### config.mk
export PLATFORM = sky130hd
export DESIGN_NAME = isp_wb_master
export DESIGN_NICKNAME = d
export VERILOG_FILES = /design/src/rtl/isp_wb_master.sv
export SDC_FILE = /design/constraint.sdc
export NUM_CORES = 1
export LEC_CHECK = 0
export ABC_AREA = 0
export ABC_CLOCK_PERIOD_IN_PS = 6290
export BUFFER_PORTS_ARGS = -buffer_cell sky130_fd_sc_hd__buf_4
export CAP_MARGIN = 20
export CORE_ASPECT_RATIO = 1.2
export CORE_MARGIN = 8
export CORE_UTILIZATION = 28
export CTS_CLUSTER_DIAMETER = 200
export CTS_CLUSTER_SIZE = 12
export DETAILED_ROUTE_END_ITERATION = 6
export GPL_TIMING_DRIVEN = 0
export PLACE_DENSITY_LB_ADDON = 0.08
export SYNTH_ARGS = -nofsm -noshare
export SYNTH_HDL_FRONTEND = slang
export SYNTH_SLANG_ARGS = --single-unit
### constraint.sdc
create_clock -name wb_clk_i -period 6.29 [get_ports wb_clk_i]
set_input_delay 1.258 -clock wb_clk_i [delete_from_list [all_inputs] [get_ports wb_clk_i]]
set_output_delay 1.258 -clock wb_clk_i [all_outputs]
set_load 0.005 [all_outputs]
### src/rtl/isp_wb_master.sv
// isp_wb_master -- single-outstanding Wishbone classic bus master.
//
// Accepts one command at a time on a valid/ready handshake, runs exactly one
// Wishbone classic cycle for it and returns the result on a valid/ready
// response channel.
//
// Optional feature macro: ISP_WB_MASTER_TIMEOUT_EN
//   defined   : a bus cycle that sees no wbm_ack_i for TIMEOUT_CYCLES cycles
//               is aborted and answered with rsp_err=1, rsp_dat=0.
//   undefined : the master waits for wbm_ack_i indefinitely; rsp_err is 0.
//
// Ports
//   wb_clk_i, wb_rst_i       clock, asynchronous active-high reset
//   cmd_valid/cmd_ready      command handshake; cmd_we/adr/dat/sel payload
//   rsp_valid/rsp_ready      response handshake; rsp_dat, rsp_err payload
//   busy                     high whenever the master is not idle
//   wbm_*                    Wishbone classic master signals
module isp_wb_master #(
    parameter int unsigned TIMEOUT_CYCLES = 255
) (
    input  logic        wb_clk_i,
    input  logic        wb_rst_i,
    input  logic        cmd_valid,
    output logic        cmd_ready,
    input  logic        cmd_we,
    input  logic [31:0] cmd_adr,
    input  logic [31:0] cmd_dat,
    input  logic [3:0]  cmd_sel,
    output logic        rsp_valid,
    input  logic        rsp_ready,
    output logic [31:0] rsp_dat,
    output logic        rsp_err,
    output logic        busy,
    output logic        wbm_cyc_o,
    output logic        wbm_stb_o,
    output logic        wbm_we_o,
    output logic [3:0]  wbm_sel_o,
    output logic [31:0] wbm_adr_o,
    output logic [31:0] wbm_dat_o,
    input  logic [31:0] wbm_dat_i,
    input  logic        wbm_ack_i
);

    typedef enum logic [1:0] {
        ST_IDLE = 2'd0,
        ST_BUS  = 2'd1,
        ST_RESP = 2'd2
    } state_t;

    state_t      state_r;
    state_t      next_state_s;
    logic        accept_s;
    logic        done_s;
    logic        abort_s;
    logic        timeout_hit_s;
    logic        cyc_r;
    logic        we_r;
    logic [3:0]  sel_r;
    logic [31:0] adr_r;
    logic [31:0] dat_r;
    logic [31:0] rsp_dat_r;
    logic        rsp_err_r;

`ifdef ISP_WB_MASTER_TIMEOUT_EN
    localparam logic [15:0] TIMEOUT_LIMIT = 16'(TIMEOUT_CYCLES);
    logic [15:0] tmo_cnt_r;

    // Abort when this BUS cycle would be the TIMEOUT_CYCLES-th without ack.
    assign timeout_hit_s = ((tmo_cnt_r + 16'd1) == TIMEOUT_LIMIT);

    // Timeout counter: cleared on BUS entry, counts BUS cycles without ack.
    always_ff @(posedge wb_clk_i or posedge wb_rst_i) begin
        if (wb_rst_i) begin
            tmo_cnt_r <= 16'd0;
        end else if (accept_s) begin
            tmo_cnt_r <= 16'd0;
        end else if ((state_r == ST_BUS) && !wbm_ack_i) begin
            tmo_cnt_r <= tmo_cnt_r + 16'd1;
        end
    end
`else
    logic unused_timeout_s;
    assign unused_timeout_s = |TIMEOUT_CYCLES;
    assign timeout_hit_s    = 1'b0;
`endif

    // Next-state decode and one-cycle event strobes.
    always_comb begin
        next_state_s = state_r;
        accept_s     = 1'b0;
        done_s       = 1'b0;
        abort_s      = 1'b0;
        case (state_r)
            ST_IDLE: begin
                if (cmd_valid) begin
                    next_state_s = ST_BUS;
                    accept_s     = 1'b1;
                end else begin
                    next_state_s = ST_IDLE;
                end
            end
            ST_BUS: begin
                // Ack takes priority over a timeout in the same cycle.
                if (wbm_ack_i) begin
                    next_state_s = ST_RESP;
                    done_s       = 1'b1;
                end else if (timeout_hit_s) begin
                    next_state_s = ST_RESP;
                    abort_s      = 1'b1;
                end else begin
                    next_state_s = ST_BUS;
                end
            end
            ST_RESP: begin
                if (rsp_ready) begin
                    next_state_s = ST_IDLE;
                end else begin
                    next_state_s = ST_RESP;
                end
            end
            default: begin
                next_state_s = ST_IDLE;
            end
        endcase
    end

    // State, bus request registers and response registers.
    always_ff @(posedge wb_clk_i or posedge wb_rst_i) begin
        if (wb_rst_i) begin
            state_r   <= ST_IDLE;
            cyc_r     <= 1'b0;
            we_r      <= 1'b0;
            sel_r     <= 4'd0;
            adr_r     <= 32'd0;
            dat_r     <= 32'd0;
            rsp_dat_r <= 32'd0;
            rsp_err_r <= 1'b0;
        end else begin
            state_r <= next_state_s;
            if (accept_s) begin
                cyc_r <= 1'b1;
                we_r  <= cmd_we;
                sel_r <= cmd_sel;
                adr_r <= cmd_adr;
                dat_r <= cmd_dat;
            end
            if (done_s) begin
                cyc_r     <= 1'b0;
                rsp_dat_r <= we_r ? 32'd0 : wbm_dat_i;
                rsp_err_r <= 1'b0;
            end
            if (abort_s) begin
                cyc_r     <= 1'b0;
                rsp_dat_r <= 32'd0;
                rsp_err_r <= 1'b1;
            end
        end
    end

    assign cmd_ready = (state_r == ST_IDLE);
    assign busy      = (state_r != ST_IDLE);
    assign rsp_valid = (state_r == ST_RESP);
    assign rsp_dat   = rsp_dat_r;
    assign rsp_err   = rsp_err_r;
    // Classic cycles: strobe is asserted for the whole cycle.
    assign wbm_cyc_o = cyc_r;
    assign wbm_stb_o = cyc_r;
    assign wbm_we_o  = we_r;
    assign wbm_sel_o = sel_r;
    assign wbm_adr_o = adr_r;
    assign wbm_dat_o = dat_r;

endmodule

* Word-level counts from Yosys, hierarchy flattened
Index checks and enable logic that the tools add are counted.
** Word-level totals
- Logic and storage cells :: 23
- Flip-flop bits (word level) :: 104
- Output and inout bits :: 107
** Cells by class
- Eq/ne operators :: 2
- Mux-type cells :: 11
- Reduce and logical (&&, ||, !) cells :: 3
** Operators with widths (count)
- 2-to-1 mux 32 bit :: 1
- 2-to-1 mux 1 bit :: 7
- one-hot mux 2 bit (3 select lines) :: 1
- 2-to-1 mux 2 bit :: 2
- nonzero test 2 bit :: 2
- equality test 2 x 1 -> 1 bit, second input constant :: 1
- equality test 2 bit, second input constant :: 1
- zero test 2 bit :: 1

* Logic depth before layout (Yosys ltp)
- Word-level depth :: 4
- Depth in mapped cells :: 6
- Depth with buffers taken out :: 3

* Worst setup path before layout
No wires, ideal clock.
- Kind :: input to register
- From :: input cmd_valid
- To :: register dat_r[10], in the netlist wbm_dat_o[10]
- Slack :: 4120 ps
- Arrival :: 2045 ps
- Buffers on the path :: 3
- Stages on the path :: 5
- Cells stage by stage :: and2_4 -> buf_6 -> buf_6 -> buf_8 -> mux2_4
** On the way
- Longest elaborated chain between the ends :: 2
** Ends and longest elaborated chain
- start: declaration :: RTL line 23 : input logic cmd_valid,
- 2-to-1 mux 1 bit :: RTL line 95 : if (cmd_valid) begin
- 2-to-1 mux 1 bit :: RTL line 93 : case (state_r)
- end signal: assignment :: RTL line 145 : dat_r <= cmd_dat;
- end: declaration :: RTL line 60 : logic [31:0] dat_r;
No other way between the ends.
A chain may end at the register's enable or synchronous reset.

* Worst setup path after layout
- From :: register state_r[0]
- To :: output busy
** On the way
- Longest elaborated chain between the ends :: 1
** Ends and longest elaborated chain
- start: declaration :: RTL line 50 : state_t state_r;
- start signal: assignment :: RTL line 139 : state_r <= next_state_s;
- nonzero test 2 bit :: RTL line 161 : assign busy = (state_r != ST_IDLE);
- end: declaration :: RTL line 33 : output logic busy,
No other way between the ends.

==> results summary <==
The core region is roughly 14000 sq um. The number of buffers created by CTS is 9. The post-synthesis average cell area came out at 13.5 sq um. Adding up every negative setup slack in the final design gives 0 ns. The later pin in the worst-skew pair is clocked with a latency of 0.34 ns. The number of global-route vias before repair is 3368. The number of primary I/O pins came out at 213. The global routing met1 resource utilization is roughly 15%. Clock-pin slew was measured on the worst setup and hold paths at 0.07 ns. The maximum root-to-sink buffer count is 2. The clock tree from TritonCTS is done. Net switching is 29.0% of the power. Setup violations remaining at the end of the flow were counted as 0. The net count after synthesis came out at about 400. The clock network accounts for 19.7% of the total power.

Buffers placed on the I/O ports in this run total 211. Across the run, the number of max-cap violations was 0. The count of vias placed by the detailed router is 3005.

Timing would allow up to about 410 MHz. The post-synthesis cell type with the largest combined area is dfrtp_1. The slew at the pin closest to its max-slew limit came out at between 0.6 and 0.7 ns.

The switching power is 0.821 mW. The area share of the largest cell type after synthesis is 63.6%. For this run, design rule violations remaining after detail routing come to 0. The critical path goes through nor2_2 > inv_1 > buf_4.

The combinational share of power is 39.5%. The post-CTS repair timing setup buffer count is 0. The critical path buffer and inverter count came out at 2. The sequential area share after synthesis is 63.6%. Counting every sink on the clock net gives about 100. The biggest fanout along the worst timing path is 6. The count of nets left with antenna violations once routing finished came out at 0. The global routing usage on met2 came out at between 20% and 30%.

The global routing stage identified its most utilized layer as met2. For this run, the total global-route usage over all layers was measured as 12.9%. The final count of pins violating max slew is 0. For this run, the number of Yosys warnings is 0. The largest individual stage delay along the critical path comes from the cell dfrtp_1. The worst setup path is of the register to output pin kind. The worst setup path is captured at an output pin. The first detailed-routing pass took 4 iterations. The post-synthesis sequential element count came out at 104. The die covers between 15000 and 20000 sq um. The first global-routing pass estimated 19000 um of wire.

Setup repair after global routing left no endpoint under its margin. The total standard cell area after synthesis is 4090 sq um. The part of the cycle the worst path needs is 38.4%. Once the floorplan was initialized, standard cells occupied 28.5% of the core. The overflow left after global routing came out at 0. The leakage power summed over all cells is 3.01 nW. Broken down by cell family, the worst path's largest delay share belongs to flip-flops. The detailed router's first-iteration violation count came out at 69.

The smallest clock period supported by the final layout is computed as 2.42 ns. Sorting the synthesized cells by area gives the leading types as dfrtp_1 (64%), mux2_2 (16%), nand2b_1 (4.9%). The die is 148 um tall. The x dimension of the die came out at 126 um. The met3 track demand over resource in global routing is under 10%.

The number of buffers inserted for hold repair after clock tree synthesis came out at 0. STA puts the critical path data arrival time at between 1 and 1.5 ns. The data required time at the worst endpoint is 5.03 ns. The number of rows in the core area came out at 48.

The number of unique standard cell types used by synthesis is 21. The worst-case IR drop observed on VDD is 0.174 mV. The ratio of routed vias to standard cells came out at 4.26. The antenna diode count came out at 0. For the final database, setup skew stands at between 0.005 and 0.006 ns. After the last flow step, the layout net total stands at 633.

The pin count of the biggest net entering global routing is 58. The headroom to the max-slew limit is between 50 and 60%. In the final routed layout, each cell accounts on average for 16.6 um.

The post-detailed-placement half-perimeter wirelength came out at just over 9000 um. The longest individual stage delay on the worst path is between 0.4 and 0.5 ns. The root buffer cell chosen for the clock tree is clkbuf_16. The flow ran to the end, and the final reports show no timing, DRC or antenna violations. CTS built an H-tree with a depth of 3. The number of antenna violations at the first check in global routing came out at 0. In this run the power density over the cells is about 460 nW/um^2. The cell count after synthesis is approximately 300.

The library cells used most frequently in the layout, excluding fill and tap cells, are buf_4 (213), dfrtp_1 (104), mux2_2 (59). The internal power of the cells totals between 2 and 2.5 mW. The part of the power in registers is slightly above 40%. The area growth from synthesis to layout is 51.8%.

The fraction of layout cells with a size suffix above 1 is about 58%. The type of the most critical hold path is register to register. The final wirelength is about 12000 um. The number of hold violations in the final report is 0.

At the end of routability-driven placement, the weighted congestion stood at 0.692. The library cell used most frequently in the layout, excluding fill and tap cells, is buf_4. The critical path startpoint category is a register.

The overall power of the completed layout came out at 2.84 mW. The number of gates resized after cts came out at 0.
-- synthesized netlist by cell type (all sizes together) --
master,n
mux2i,1
dfrtp,104
nand3b,1
buf,11
nor2,3
o21ai,34
mux2,69
conb,1
nand2b,32
clkbuf,9
nand2,32
inv,4
and2,1
a21oi,1
o31ai,1
-- cell families after synthesis --
kind of cell | count (synthesis) | synth area share [%]
flip-flops | 104 | 63.6
multiplexers | 70 | 20.1
AND/OR/NAND/NOR | 69 | 8.56
AO/OA/AOI/OAI | 36 | 4.46
buffers and inverters | 24 | 3.18
other | 1 | 0.0916
-- tightest hold or removal path: stages (launching register included) --
cell,delay (ns)
dfrtp_1,0.34
nand2_1,0.04
o21ai_0,0.06
-- per-stage QoR --
step	hold slack [ns]	util, %	worst slack [ns]	cell area, sq um	std cells
after CTS	0.487	43.3	3.83	6220	706
after global routing	0.497	43.3	3.79	6220	706
after global placement	0.465	41.1	0.852	5900	690
after detailed placement	0.471	41.3	3.68	5930	691
final	0.478	43.3	3.87	6220	706
after floorplan	0.471	-	2.30	4090	304
-- layer usage --
| metal | vias up | part of all wire, % |
|---|---|---|
| met5 | - | 0 |
| met4 | 0 | 1.9 |
| met3 | 11 | 9.0 |
| met2 | 118 | 49 |
| met1 | 1415 | 40 |
| li1 | 1461 | - |
-- layout make-up --
class                   count  area [sq um]
plain buffers              20           115
clock buffers              12           246
clock inverters             3          42.5
fillers                  1388          8140
inverters                   4          17.5
multi-input cells         176          1360
flip-flops and latches    104          2600
well taps                 175           219
repair buffers            212          1610
-- worst paths after layout --
check	startpoint	end	slack (ns)	cells after the start
worst max-delay path	state_r[0]	busy	3.87	3
worst min register to register	rsp_dat[3]	rsp_dat[3]	0.48	2
worst min-delay path	rsp_dat[3]	rsp_dat[3]	0.48	2
min in group asynchronous	wb_rst_i	wbm_dat_o[23]	0.99	2
max in group asynchronous	wb_rst_i	wbm_adr_o[14]	4.60	3
worst max register to register	state_r[0]	wbm_dat_o[9]	4.61	6
-- state kept, by name (all words and copies together), names as in the netlist --
name,cells
state_r,2
wbm_we_o,1
rsp_dat,32
wbm_adr_o,32
wbm_cyc_o,1
wbm_sel_o,4
wbm_dat_o,32
-- power groups by stage --
| stage | logic (mW) | registers, mW | clock network [mW] |
|---|---|---|---|
| final | 1.12 | 1.16 | 0.560 |
| after global routing | 1.24 | 1.21 | 0.612 |
| after CTS | 1.16 | 1.16 | 0.585 |
| after detailed placement | 1.16 | 1.17 | 0 |
| after global placement | 1.15 | 1.16 | 0 |
| after floorplan | 0.430 | 1.18 | 0 |
No activity file was read; power rests on OpenSTA's default activity.
